==> src/rtl/pcie_tx_pkg.sv <==
// Shared types and constants for the PCIe transmit path.
// FSM encodings, requester IDs and the transfer watchdog default.
package pcie_tx_pkg;

    typedef enum logic [1:0] {
        IDLE = 2'd0,
        REQ  = 2'd1,
        XFER = 2'd2
    } arb_state_t;

    typedef logic owner_t;

    localparam owner_t OWN_CPL = 1'b0;
    localparam owner_t OWN_MWR = 1'b1;

    localparam logic [9:0] WDOG_MAX_DEF = 10'd511;

    // One beat of requester traffic as seen by the arbiter.
    typedef struct packed {
        logic        st;
        logic        eop;
        logic [15:0] data;
    } tlp_beat_t;

endpackage

==> src/rtl/tlp_tx_arbiter_if.sv <==
// Requester and PCIe-core transmit signals of the TLP arbiter.
// master: the arbiter itself; slave: requesters plus core.
interface tlp_tx_arbiter_if;

    logic        cpl_req;
    logic        cpl_st;
    logic        cpl_end;
    logic [15:0] cpl_data;
    logic        cpl_gnt;

    logic        mwr_req;
    logic        mwr_st;
    logic        mwr_end;
    logic [15:0] mwr_data;
    logic [12:0] mwr_pd;
    logic        mwr_gnt;

    logic        tx_req;
    logic        tx_rdy;
    logic        tx_st;
    logic        tx_end;
    logic [15:0] tx_data;
    logic [8:0]  tx_ca_ph;
    logic [12:0] tx_ca_pd;
    logic        tx_ca_p_recheck;

    modport master (
        input  cpl_req, cpl_st, cpl_end, cpl_data,
        output cpl_gnt,
        input  mwr_req, mwr_st, mwr_end, mwr_data, mwr_pd,
        output mwr_gnt,
        output tx_req,
        input  tx_rdy,
        output tx_st, tx_end, tx_data,
        input  tx_ca_ph, tx_ca_pd, tx_ca_p_recheck
    );

    modport slave (
        output cpl_req, cpl_st, cpl_end, cpl_data,
        input  cpl_gnt,
        output mwr_req, mwr_st, mwr_end, mwr_data, mwr_pd,
        input  mwr_gnt,
        input  tx_req,
        output tx_rdy,
        input  tx_st, tx_end, tx_data,
        output tx_ca_ph, tx_ca_pd, tx_ca_p_recheck
    );

endinterface

==> src/rtl/tlp_credit_chk.sv <==
// Posted-credit eligibility: a header credit is available and the
// data credits cover the payload; MSB means infinite when INF_BIT is set.
module tlp_credit_chk #(
    parameter bit INF_BIT = 1'b1
) (
    input  logic [8:0]  ph,
    input  logic [12:0] pd,
    input  logic [12:0] need,
    output logic        ok
);

    logic ph_ok;
    logic pd_ok;

    assign ph_ok = (ph != 9'd0) || (INF_BIT && ph[8]);
    assign pd_ok = (pd >= need) || (INF_BIT && pd[12]);
    assign ok    = ph_ok && pd_ok;

endmodule

==> src/rtl/tlp_tx_arbiter.sv <==
// Round-robin transmit arbiter between completion and posted-write
// requesters, credit gated, with a watchdog on stuck transfers.
module tlp_tx_arbiter
    import pcie_tx_pkg::*;
#(
    parameter logic [9:0] WDOG_MAX = WDOG_MAX_DEF,
    parameter bit         INF_BIT  = 1'b1
) (
    input  logic             clk_125,
    input  logic             core_rst_n,
    tlp_tx_arbiter_if.master bus,
    output logic [15:0]      tlp_cnt_cpl,
    output logic [15:0]      tlp_cnt_mwr,
    output logic             wdog_err
);

    arb_state_t  state_q, state_d;
    owner_t      owner_q, owner_d;
    owner_t      last_q, last_d;
    logic [9:0]  wd_q, wd_d;
    logic [9:0]  wd_inc;

    logic        tx_req_q, tx_req_d;
    logic        cgnt_q, cgnt_d;
    logic        mgnt_q, mgnt_d;
    logic        st_q, st_d;
    logic        eop_q, eop_d;
    logic [15:0] data_q, data_d;
    logic [15:0] cnt_cpl_q, cnt_cpl_d;
    logic [15:0] cnt_mwr_q, cnt_mwr_d;
    logic        err_q, err_d;

    logic        crd_ok;
    logic        cpl_elig;
    logic        mwr_elig;
    tlp_beat_t   cpl_beat;
    tlp_beat_t   mwr_beat;
    tlp_beat_t   own_beat;

    tlp_credit_chk #(
        .INF_BIT (INF_BIT)
    ) u_crd (
        .ph   (bus.tx_ca_ph),
        .pd   (bus.tx_ca_pd),
        .need (bus.mwr_pd),
        .ok   (crd_ok)
    );

    assign cpl_elig = bus.cpl_req;
    assign mwr_elig = bus.mwr_req && crd_ok;

    assign cpl_beat = {bus.cpl_st, bus.cpl_end, bus.cpl_data};
    assign mwr_beat = {bus.mwr_st, bus.mwr_end, bus.mwr_data};
    assign own_beat = (owner_q == OWN_MWR) ? mwr_beat : cpl_beat;

    assign wd_inc = wd_q + 10'd1;

    always_comb begin
        state_d   = state_q;
        owner_d   = owner_q;
        last_d    = last_q;
        wd_d      = wd_q;
        tx_req_d  = tx_req_q;
        cgnt_d    = 1'b0;
        mgnt_d    = 1'b0;
        st_d      = 1'b0;
        eop_d     = 1'b0;
        data_d    = data_q;
        cnt_cpl_d = cnt_cpl_q;
        cnt_mwr_d = cnt_mwr_q;
        err_d     = err_q;

        unique case (state_q)
            IDLE: begin
                if (cpl_elig || mwr_elig) begin
                    // On a tie the requester that did not go last wins.
                    if (cpl_elig && mwr_elig) begin
                        owner_d = ~last_q;
                    end else begin
                        owner_d = mwr_elig ? OWN_MWR : OWN_CPL;
                    end
                    state_d  = REQ;
                    tx_req_d = 1'b1;
                end
            end
            REQ: begin
                if (bus.tx_rdy) begin
                    state_d  = XFER;
                    tx_req_d = 1'b0;
                    cgnt_d   = (owner_q == OWN_CPL);
                    mgnt_d   = (owner_q == OWN_MWR);
                    last_d   = owner_q;
                    wd_d     = 10'd0;
                end else if ((owner_q == OWN_MWR) &&
                             bus.tx_ca_p_recheck && !crd_ok) begin
                    state_d  = IDLE;
                    tx_req_d = 1'b0;
                end
            end
            XFER: begin
                st_d   = own_beat.st;
                eop_d  = own_beat.eop;
                data_d = own_beat.data;
                wd_d   = wd_inc;
                if (own_beat.eop) begin
                    state_d = IDLE;
                    if (owner_q == OWN_MWR) begin
                        cnt_mwr_d = cnt_mwr_q + 16'd1;
                    end else begin
                        cnt_cpl_d = cnt_cpl_q + 16'd1;
                    end
                end else if (wd_inc == WDOG_MAX) begin
                    // Stuck transfer: close the TLP on the core side.
                    eop_d   = 1'b1;
                    err_d   = 1'b1;
                    state_d = IDLE;
                end
            end
            default: begin
                state_d = IDLE;
            end
        endcase
    end

    always_ff @(posedge clk_125 or negedge core_rst_n) begin
        if (!core_rst_n) begin
            state_q   <= IDLE;
            owner_q   <= OWN_CPL;
            last_q    <= OWN_MWR;
            wd_q      <= 10'd0;
            tx_req_q  <= 1'b0;
            cgnt_q    <= 1'b0;
            mgnt_q    <= 1'b0;
            st_q      <= 1'b0;
            eop_q     <= 1'b0;
            data_q    <= 16'd0;
            cnt_cpl_q <= 16'd0;
            cnt_mwr_q <= 16'd0;
            err_q     <= 1'b0;
        end else begin
            state_q   <= state_d;
            owner_q   <= owner_d;
            last_q    <= last_d;
            wd_q      <= wd_d;
            tx_req_q  <= tx_req_d;
            cgnt_q    <= cgnt_d;
            mgnt_q    <= mgnt_d;
            st_q      <= st_d;
            eop_q     <= eop_d;
            data_q    <= data_d;
            cnt_cpl_q <= cnt_cpl_d;
            cnt_mwr_q <= cnt_mwr_d;
            err_q     <= err_d;
        end
    end

    assign bus.tx_req  = tx_req_q;
    assign bus.cpl_gnt = cgnt_q;
    assign bus.mwr_gnt = mgnt_q;
    assign bus.tx_st   = st_q;
    assign bus.tx_end  = eop_q;
    assign bus.tx_data = data_q;

    assign tlp_cnt_cpl = cnt_cpl_q;
    assign tlp_cnt_mwr = cnt_mwr_q;
    assign wdog_err    = err_q;

endmodule

==> src/flat_wrapper.sv <==
// flat-port wrapper written by rule: the top's interface ports become plain ports
module tlp_tx_arbiter_flat import pcie_tx_pkg::*;
#(
    parameter logic [9:0] WDOG_MAX = WDOG_MAX_DEF,
    parameter bit         INF_BIT  = 1'b1
)
  (clk_125, core_rst_n, tlp_cnt_cpl, tlp_cnt_mwr, wdog_err, bus_cpl_req, bus_cpl_st, bus_cpl_end, bus_cpl_data, bus_cpl_gnt, bus_mwr_req, bus_mwr_st, bus_mwr_end, bus_mwr_data, bus_mwr_pd, bus_mwr_gnt, bus_tx_req, bus_tx_rdy, bus_tx_st, bus_tx_end, bus_tx_data, bus_tx_ca_ph, bus_tx_ca_pd, bus_tx_ca_p_recheck);
  tlp_tx_arbiter_if bus_i ();
  input  logic clk_125;
  input  logic core_rst_n;
  output logic [15:0] tlp_cnt_cpl;
  output logic [15:0] tlp_cnt_mwr;
  output logic wdog_err;
  input wire logic [$bits(bus_i.cpl_req)-1:0] bus_cpl_req;
  input wire logic [$bits(bus_i.cpl_st)-1:0] bus_cpl_st;
  input wire logic [$bits(bus_i.cpl_end)-1:0] bus_cpl_end;
  input wire logic [$bits(bus_i.cpl_data)-1:0] bus_cpl_data;
  output wire logic [$bits(bus_i.cpl_gnt)-1:0] bus_cpl_gnt;
  input wire logic [$bits(bus_i.mwr_req)-1:0] bus_mwr_req;
  input wire logic [$bits(bus_i.mwr_st)-1:0] bus_mwr_st;
  input wire logic [$bits(bus_i.mwr_end)-1:0] bus_mwr_end;
  input wire logic [$bits(bus_i.mwr_data)-1:0] bus_mwr_data;
  input wire logic [$bits(bus_i.mwr_pd)-1:0] bus_mwr_pd;
  output wire logic [$bits(bus_i.mwr_gnt)-1:0] bus_mwr_gnt;
  output wire logic [$bits(bus_i.tx_req)-1:0] bus_tx_req;
  input wire logic [$bits(bus_i.tx_rdy)-1:0] bus_tx_rdy;
  output wire logic [$bits(bus_i.tx_st)-1:0] bus_tx_st;
  output wire logic [$bits(bus_i.tx_end)-1:0] bus_tx_end;
  output wire logic [$bits(bus_i.tx_data)-1:0] bus_tx_data;
  input wire logic [$bits(bus_i.tx_ca_ph)-1:0] bus_tx_ca_ph;
  input wire logic [$bits(bus_i.tx_ca_pd)-1:0] bus_tx_ca_pd;
  input wire logic [$bits(bus_i.tx_ca_p_recheck)-1:0] bus_tx_ca_p_recheck;
  assign bus_i.cpl_req = bus_cpl_req;
  assign bus_i.cpl_st = bus_cpl_st;
  assign bus_i.cpl_end = bus_cpl_end;
  assign bus_i.cpl_data = bus_cpl_data;
  assign bus_cpl_gnt = bus_i.cpl_gnt;
  assign bus_i.mwr_req = bus_mwr_req;
  assign bus_i.mwr_st = bus_mwr_st;
  assign bus_i.mwr_end = bus_mwr_end;
  assign bus_i.mwr_data = bus_mwr_data;
  assign bus_i.mwr_pd = bus_mwr_pd;
  assign bus_mwr_gnt = bus_i.mwr_gnt;
  assign bus_tx_req = bus_i.tx_req;
  assign bus_i.tx_rdy = bus_tx_rdy;
  assign bus_tx_st = bus_i.tx_st;
  assign bus_tx_end = bus_i.tx_end;
  assign bus_tx_data = bus_i.tx_data;
  assign bus_i.tx_ca_ph = bus_tx_ca_ph;
  assign bus_i.tx_ca_pd = bus_tx_ca_pd;
  assign bus_i.tx_ca_p_recheck = bus_tx_ca_p_recheck;
  tlp_tx_arbiter #(.WDOG_MAX(WDOG_MAX), .INF_BIT(INF_BIT)) u_core (.clk_125(clk_125), .core_rst_n(core_rst_n), .bus(bus_i), .tlp_cnt_cpl(tlp_cnt_cpl), .tlp_cnt_mwr(tlp_cnt_mwr), .wdog_err(wdog_err));
endmodule
==> config.mk <==
export PLATFORM = sky130hd
export DESIGN_NAME = tlp_tx_arbiter_flat
export DESIGN_NICKNAME = d
export VERILOG_FILES = /design/src/rtl/pcie_tx_pkg.sv /design/src/rtl/tlp_tx_arbiter_if.sv /design/src/rtl/tlp_credit_chk.sv /design/src/rtl/tlp_tx_arbiter.sv /design/src/flat_wrapper.sv
export SDC_FILE = /design/constraint.sdc
export NUM_CORES = 1
export LEC_CHECK = 0
export ABC_AREA = 1
export CELL_PAD_IN_SITES_DETAIL_PLACEMENT = 2
export CELL_PAD_IN_SITES_GLOBAL_PLACEMENT = 2
export CORE_ASPECT_RATIO = 1.4
export CORE_MARGIN = 1.5
export CORE_UTILIZATION = 39
export DETAILED_ROUTE_END_ITERATION = 8
export DONT_BUFFER_PORTS = 1
export PLACE_DENSITY = 0.87
export SYNTH_ARGS = -nofsm -noshare
export SYNTH_HDL_FRONTEND = slang
export SYNTH_SLANG_ARGS = --single-unit
==> constraint.sdc <==
create_clock -name clk_125 -period 4.8 [get_ports clk_125]
set_clock_uncertainty 0.2 [all_clocks]
set_input_delay 0.48 -clock clk_125 [delete_from_list [all_inputs] [get_ports clk_125]]
set_output_delay 0.48 -clock clk_125 [all_outputs]
set_load 0.02 [all_outputs]
## Yosys cells after proc, flatten, opt, wreduce, memory -nomap -nowiden

Cells that the tools add are included.

- Reductions and logical operators: 21
- Bitwise logic cells: 3
- Magnitude comparators: 1
- Multiplexer cells: 23
- $add $sub $neg: 3
- Equality and inequality tests: 7

Operators by type and width:

| kind | count |
|---|---|
| $add A16 B1 Y16 const B | 2 |
| $pmux W10 S2 | 1 |
| $mux W18 | 1 |
| $reduce_and A3 Y1 | 5 |
| $ge A13 B13 Y1 | 1 |
| $mux W1 | 13 |
| $add A10 B1 Y10 const B | 1 |
| $eq A10 B9 Y1 const B | 1 |
| $mux W10 | 1 |
| $mux W2 | 5 |
| $reduce_bool A9 Y1 | 1 |
| $pmux W2 S3 | 1 |
| $reduce_and A2 Y1 | 3 |
| $logic_and A1 B1 Y1 | 5 |
| $reduce_bool A2 Y1 | 2 |
| $logic_or A1 B1 Y1 | 3 |
| $ne A3 B1 Y1 const B | 1 |
| $ne A3 B2 Y1 const B | 1 |
| $not A1 Y1 | 3 |
| $eq A2 B1 Y1 const B | 1 |
| $eq A2 B2 Y1 const B | 1 |
| $logic_not A2 Y1 | 1 |
| $ne A2 B1 Y1 const B | 1 |
| $ne A2 B2 Y1 const B | 1 |
| 2 further kinds | 2 |

- Output and inout port bits: 54
- Bits of input ports: 77
- Word-level logic and storage cells: 71
- Flip-flop bits (word level): 68

## Depth between registers and ports, before layout

- Depth in word-level cells: 8
- Depth in mapped cells: 14

## Hierarchy

A second synthesis with hierarchy kept.

- Cells, all modules: 467
- Area total of the unflattened synthesis: 3771.1 um^2

Modules (own cells, without submodules):

| module | area an instance (um^2) | seq. area each (um^2) | instances | cells an instance |
|---|---|---|---|---|
| tlp_tx_arbiter | 3352.0 | 1702.9 | 1 | 392 |
| tlp_credit_chk | 419.2 | 0.0 | 1 | 75 |

## Worst setup path after synthesis

Ideal clock, no wire load.

- Path type: in2reg
- From: input port bus_mwr_pd[12]
- To: register u_core.owner_q
- Cell stages on the path: 13
- Setup slack: 2.882 ns
- Arrival time: 1.590 ns
- Buffers on the path: 0
- Required time: 4.473 ns
- Library setup time: 0.127 ns
- Cells stage by stage: inv_1 > ha_1 > nand2_1 > nor2_1 > inv_1 > nor2_1 > nand2_1 > nand4_1 > nand3_1 > nand2_1 > nand2_1 > nand2_1 > o21ai_0

- Longest elaborated chain between the ends: 6
- Elaborated cells on any way between the ends: 9

Ends and longest elaborated chain:

| element | line | RTL |
|---|---|---|
| from (decl) | flat_wrapper.sv:23 | `input wire logic [$bits(bus_i.mwr_pd)-1:0] bus_mwr_pd;` |
| $ge A13 B13 Y1 (*) | tlp_credit_chk.sv:16 | `assign pd_ok = (pd >= need) \|\| (INF_BIT && pd[12]);` |
| $logic_or A1 B1 Y1 (*) | tlp_credit_chk.sv:16 |  |
| $logic_and A1 B1 Y1 (*) | tlp_credit_chk.sv:17 | `assign ok = ph_ok && pd_ok;` |
| $logic_and A1 B1 Y1 (*) | tlp_tx_arbiter.sv:50 | `assign mwr_elig = bus.mwr_req && crd_ok;` |
| $mux W1 (tied with other cells) | tlp_tx_arbiter.sv:80 | `owner_d = mwr_elig ? OWN_MWR : OWN_CPL;` |
| $mux W1 or $reduce_and A2 Y1 (tied branches) | - |  |
| to (signal assigned) | tlp_tx_arbiter.sv:142 | `owner_q <= owner_d;` |
| to (decl) | tlp_tx_arbiter.sv:18 | `owner_t owner_q, owner_d;` |

Mark *: on every way between the ends. The rest lies on a longest branch, timed or not.
A chain may end at the register's enable or synchronous reset.

## Final worst setup path

- From: register u_core.owner_q
- To: register u_core.cnt_cpl_q[14] (netlist: u_core.tlp_cnt_cpl[14])

- Longest elaborated chain between the ends: 2
- Elaborated cells on any way between the ends: 3

Ends and longest elaborated chain:

| element | line | RTL |
|---|---|---|
| $mux W18 or $not A1 Y1 (tied branches) | - |  |
| $reduce_and A3 Y1 (no source line) (*) | - |  |
| to (signal assigned) | tlp_tx_arbiter.sv:151 | `cnt_cpl_q <= cnt_cpl_d;` |
| to (decl) | tlp_tx_arbiter.sv:29 | `logic [15:0] cnt_cpl_q, cnt_cpl_d;` |

Marks and branches as above.

==> impl_metrics.tcl <==
set metrics [dict create \
    hold_viol 0 \
    rsz0062_at_grt "false" \
    gr-usage-all-layers_pct 22.8 \
    clk_pin_slew_ns 0.06 \
    synthesis.area_mm2 0.00355 \
    instances_no_fill 523 \
    antenna_found_initial 0 \
    io_pins 131 \
    initial_utilization_pct 39.8 \
    diodes 0 \
    drt_pre_antenna_iters 4 \
    hpwlAfterDp_um 7270 \
    maxSlewViolCount 0 \
    slowest_delay_ns 0.45 \
    worst_slew_pin_slew_ns 0.731 \
    layout_commonest_cell "nand2_1" \
    grt_max_degree 69 \
    grt_pass1_vias 3308 \
    maxCapViolations 0 \
    clock_sinks 68 \
    ys_ff_latch 68 \
    crit_top_cell "nand4_1" \
    p_leak_nw 1.97 \
    vias 2872 \
    tritoncts "built" \
    synth.avg_cell_area_um2 8.73 \
    core_area_mm2 0.00893 \
    drc_errors 0 \
    ant_nets 0 \
    max_freq_mhz 419 \
    ir_drop_mv 0.324 \
    synth_top_area_share_pct 47.2 \
    required_ns 4.81 \
    most-common-layout-cells "nand2_1, dfrtp_1, inv_1, a21oi_1, nor2_1" \
    die_w_um 83.7 \
    final_nets 506 \
    powerDensity_mw_per_mm2 527 \
    fp.dieH_um 116 \
    drt_iter0_drc 86 \
    synthesis.nets 501 \
    ys_warn_count 0 \
    crit_type "flip-flop to flip-flop" \
    post-cts-setup-buffers 0 \
    rows 41 \
    htreeDepth 3 \
    yosysTopAreaCell "dfrtp_1" \
    root_buffer "clkbuf_16" \
    fin_crit_sh_pct 49.7 \
    drive_above_1_share_pct 8.65 \
    grt_remaining_overflow 0 \
    critPathArrivalTime_ns 2.39 \
    avgRoutedWirePerCell_um 20.3 \
    cp-end-kind "flip-flop" \
    worstHoldPathType "input pin to flip-flop" \
    slowest_stage "nor3_1" \
    layout-area-overhead-vs-synth_pct 12.9 \
    outcome "completed" \
    setup_violations 0 \
    grt_pass1_wl_um 17200 \
    worstSetupStartpointType "flip-flop" \
    cts_buffers 9 \
    syn_inst 407 \
    io_buffers 0 \
    viasPerCell 5.49 \
    ctsResizeCount 0 \
    synth.area.top_cells "dfrtp_1, nand2_1, ha_1" \
    clk_latency_ns 0.33 \
    place_inst 506 \
    synth_cell_type_count 29 \
    crit_path_max_fanout 21 \
    cp_cell_sequence "inv_2 -> nand2_1 -> nor2_8 -> nand4_1 -> nor3_1 -> nand4_1 -> xnor2_1" \
    clockBufferDepth 2 \
    n_fill_cell 990 \
    dieArea_mm2 0.00970 \
    place.gp.congestion 0.779 \
    tns_ns 0 \
    timing.final.crit_period_ns 2.39 \
    wl_um 10600 \
    slew_headroom_pct 51.2 \
    ys_seq_area_share_pct 47.9 \
]
## final timing paths
path,start,endpoint,slack (ns),depth (start not counted)
min,bus_mwr_data[12],u_core.bus.tx_data[12],0.09,2
min in group asynchronous,core_rst_n,u_core.tlp_cnt_cpl[13],0.49,2
min reg2reg,u_core.last_q,u_core.last_q,0.31,2
max reg2reg,u_core.owner_q,u_core.tlp_cnt_cpl[14],2.41,7
max in group asynchronous,core_rst_n,u_core.last_q,3.60,2
max,u_core.owner_q,u_core.tlp_cnt_cpl[14],2.41,7
## synth_stat cells, drive strengths merged
cell and instances:
a21oi 39, a31oi 1, buf 4, clkbuf 5, dfrtp 67, dfstp 1, ha 17, inv 51
nand2 82, nand3 25, nand3b 1, nand4 12, nor2 45, nor3 6, nor4 1, o21ai 9
o21bai 1, o22ai 4, xnor2 14, xor2 22
## stage by stage
step | worst slack (ns) | instance area, um^2 | total power [mW] | hold WS [ns] | utilization (%)
finish | 2.41 | 4010 | 2.12 | 0.0937 | 45.0
global route | 2.19 | 4010 | 2.24 | 0.0954 | 45.0
CTS | 2.44 | 4010 | 2.15 | 0.0850 | 45.0
detailed placement | 2.51 | 3660 | 1.41 | -0.0145 | 41.0
global placement | 2.57 | 3660 | 1.36 | -0.0142 | 41.0
floorplan | 2.88 | 3550 | 1.26 | -0.0156 | -
## critical path, delay by kind of cell, from the launching register on
| family | cells | cell delay (ns) |
|---|---|---|
| xor gates and xnor gates | 1 | 0.17 |
| DFF | 1 | 0.38 |
| and+or+nand+nor | 5 | 1.22 |
| buffers and inverters | 1 | 0.30 |
## per-layer routing
layer,vias to the layer above,share of wire [%],GRT usage (%)
met5,-,0,0
met4,0,2.3,7.76
met3,17,5.7,6.13
met2,109,55,43.7
met1,1425,37,24.2
li1,1321,-,-
## final cells by class
| cell class | instances | area (um^2) | area share (%) |
|---|---|---|---|
| Multi-Input combinational cell | 279 | 1630 | 40.5 |
| Timing Repair Buffer | 3 | 45.0 | 1.12 |
| Tap cell | 107 | 134 | 3.34 |
| Sequential cell | 68 | 1700 | 42.4 |
| Clock inverter | 6 | 88.8 | 2.21 |
| Clock buffer | 9 | 225 | 5.61 |
| Inverter | 51 | 191 | 4.77 |
## power breakdown
part	internal [mW]	total [mW]	switching [mW]
clock network	0.452	0.700	0.248
logic	0.143	0.451	0.308
registers	0.706	0.965	0.259
total	1.30	2.12	0.815
## repair_timing
item                       4_1_cts  5_1_grt
setup endpoints to repair        0        0
hold buffers                     2        0
hold endpoints to repair        68        0
## cells by family (layout without fill, tap and decap cells)
logic type	Yosys count	after routing	synth area share [%]
AO/OA/AOI/OAI	54	54	7.85
XOR/XNOR	36	36	8.87
buffers and inverters	60	69	6.34
adder cells (fa/ha/maj)	17	17	5.99
flip-flops	68	68	47.9
AND/OR/NAND/NOR	172	172	23.0
## flip-flops by register name (all words and copies together) (netlist names), 2 cells and up
signal	flops
u_core.bus.tx_data	16
u_core.tlp_cnt_cpl	16
u_core.tlp_cnt_mwr	16
u_core.wd_q	10
u_core.state_q	2
(Power assumes the default switching activity.)
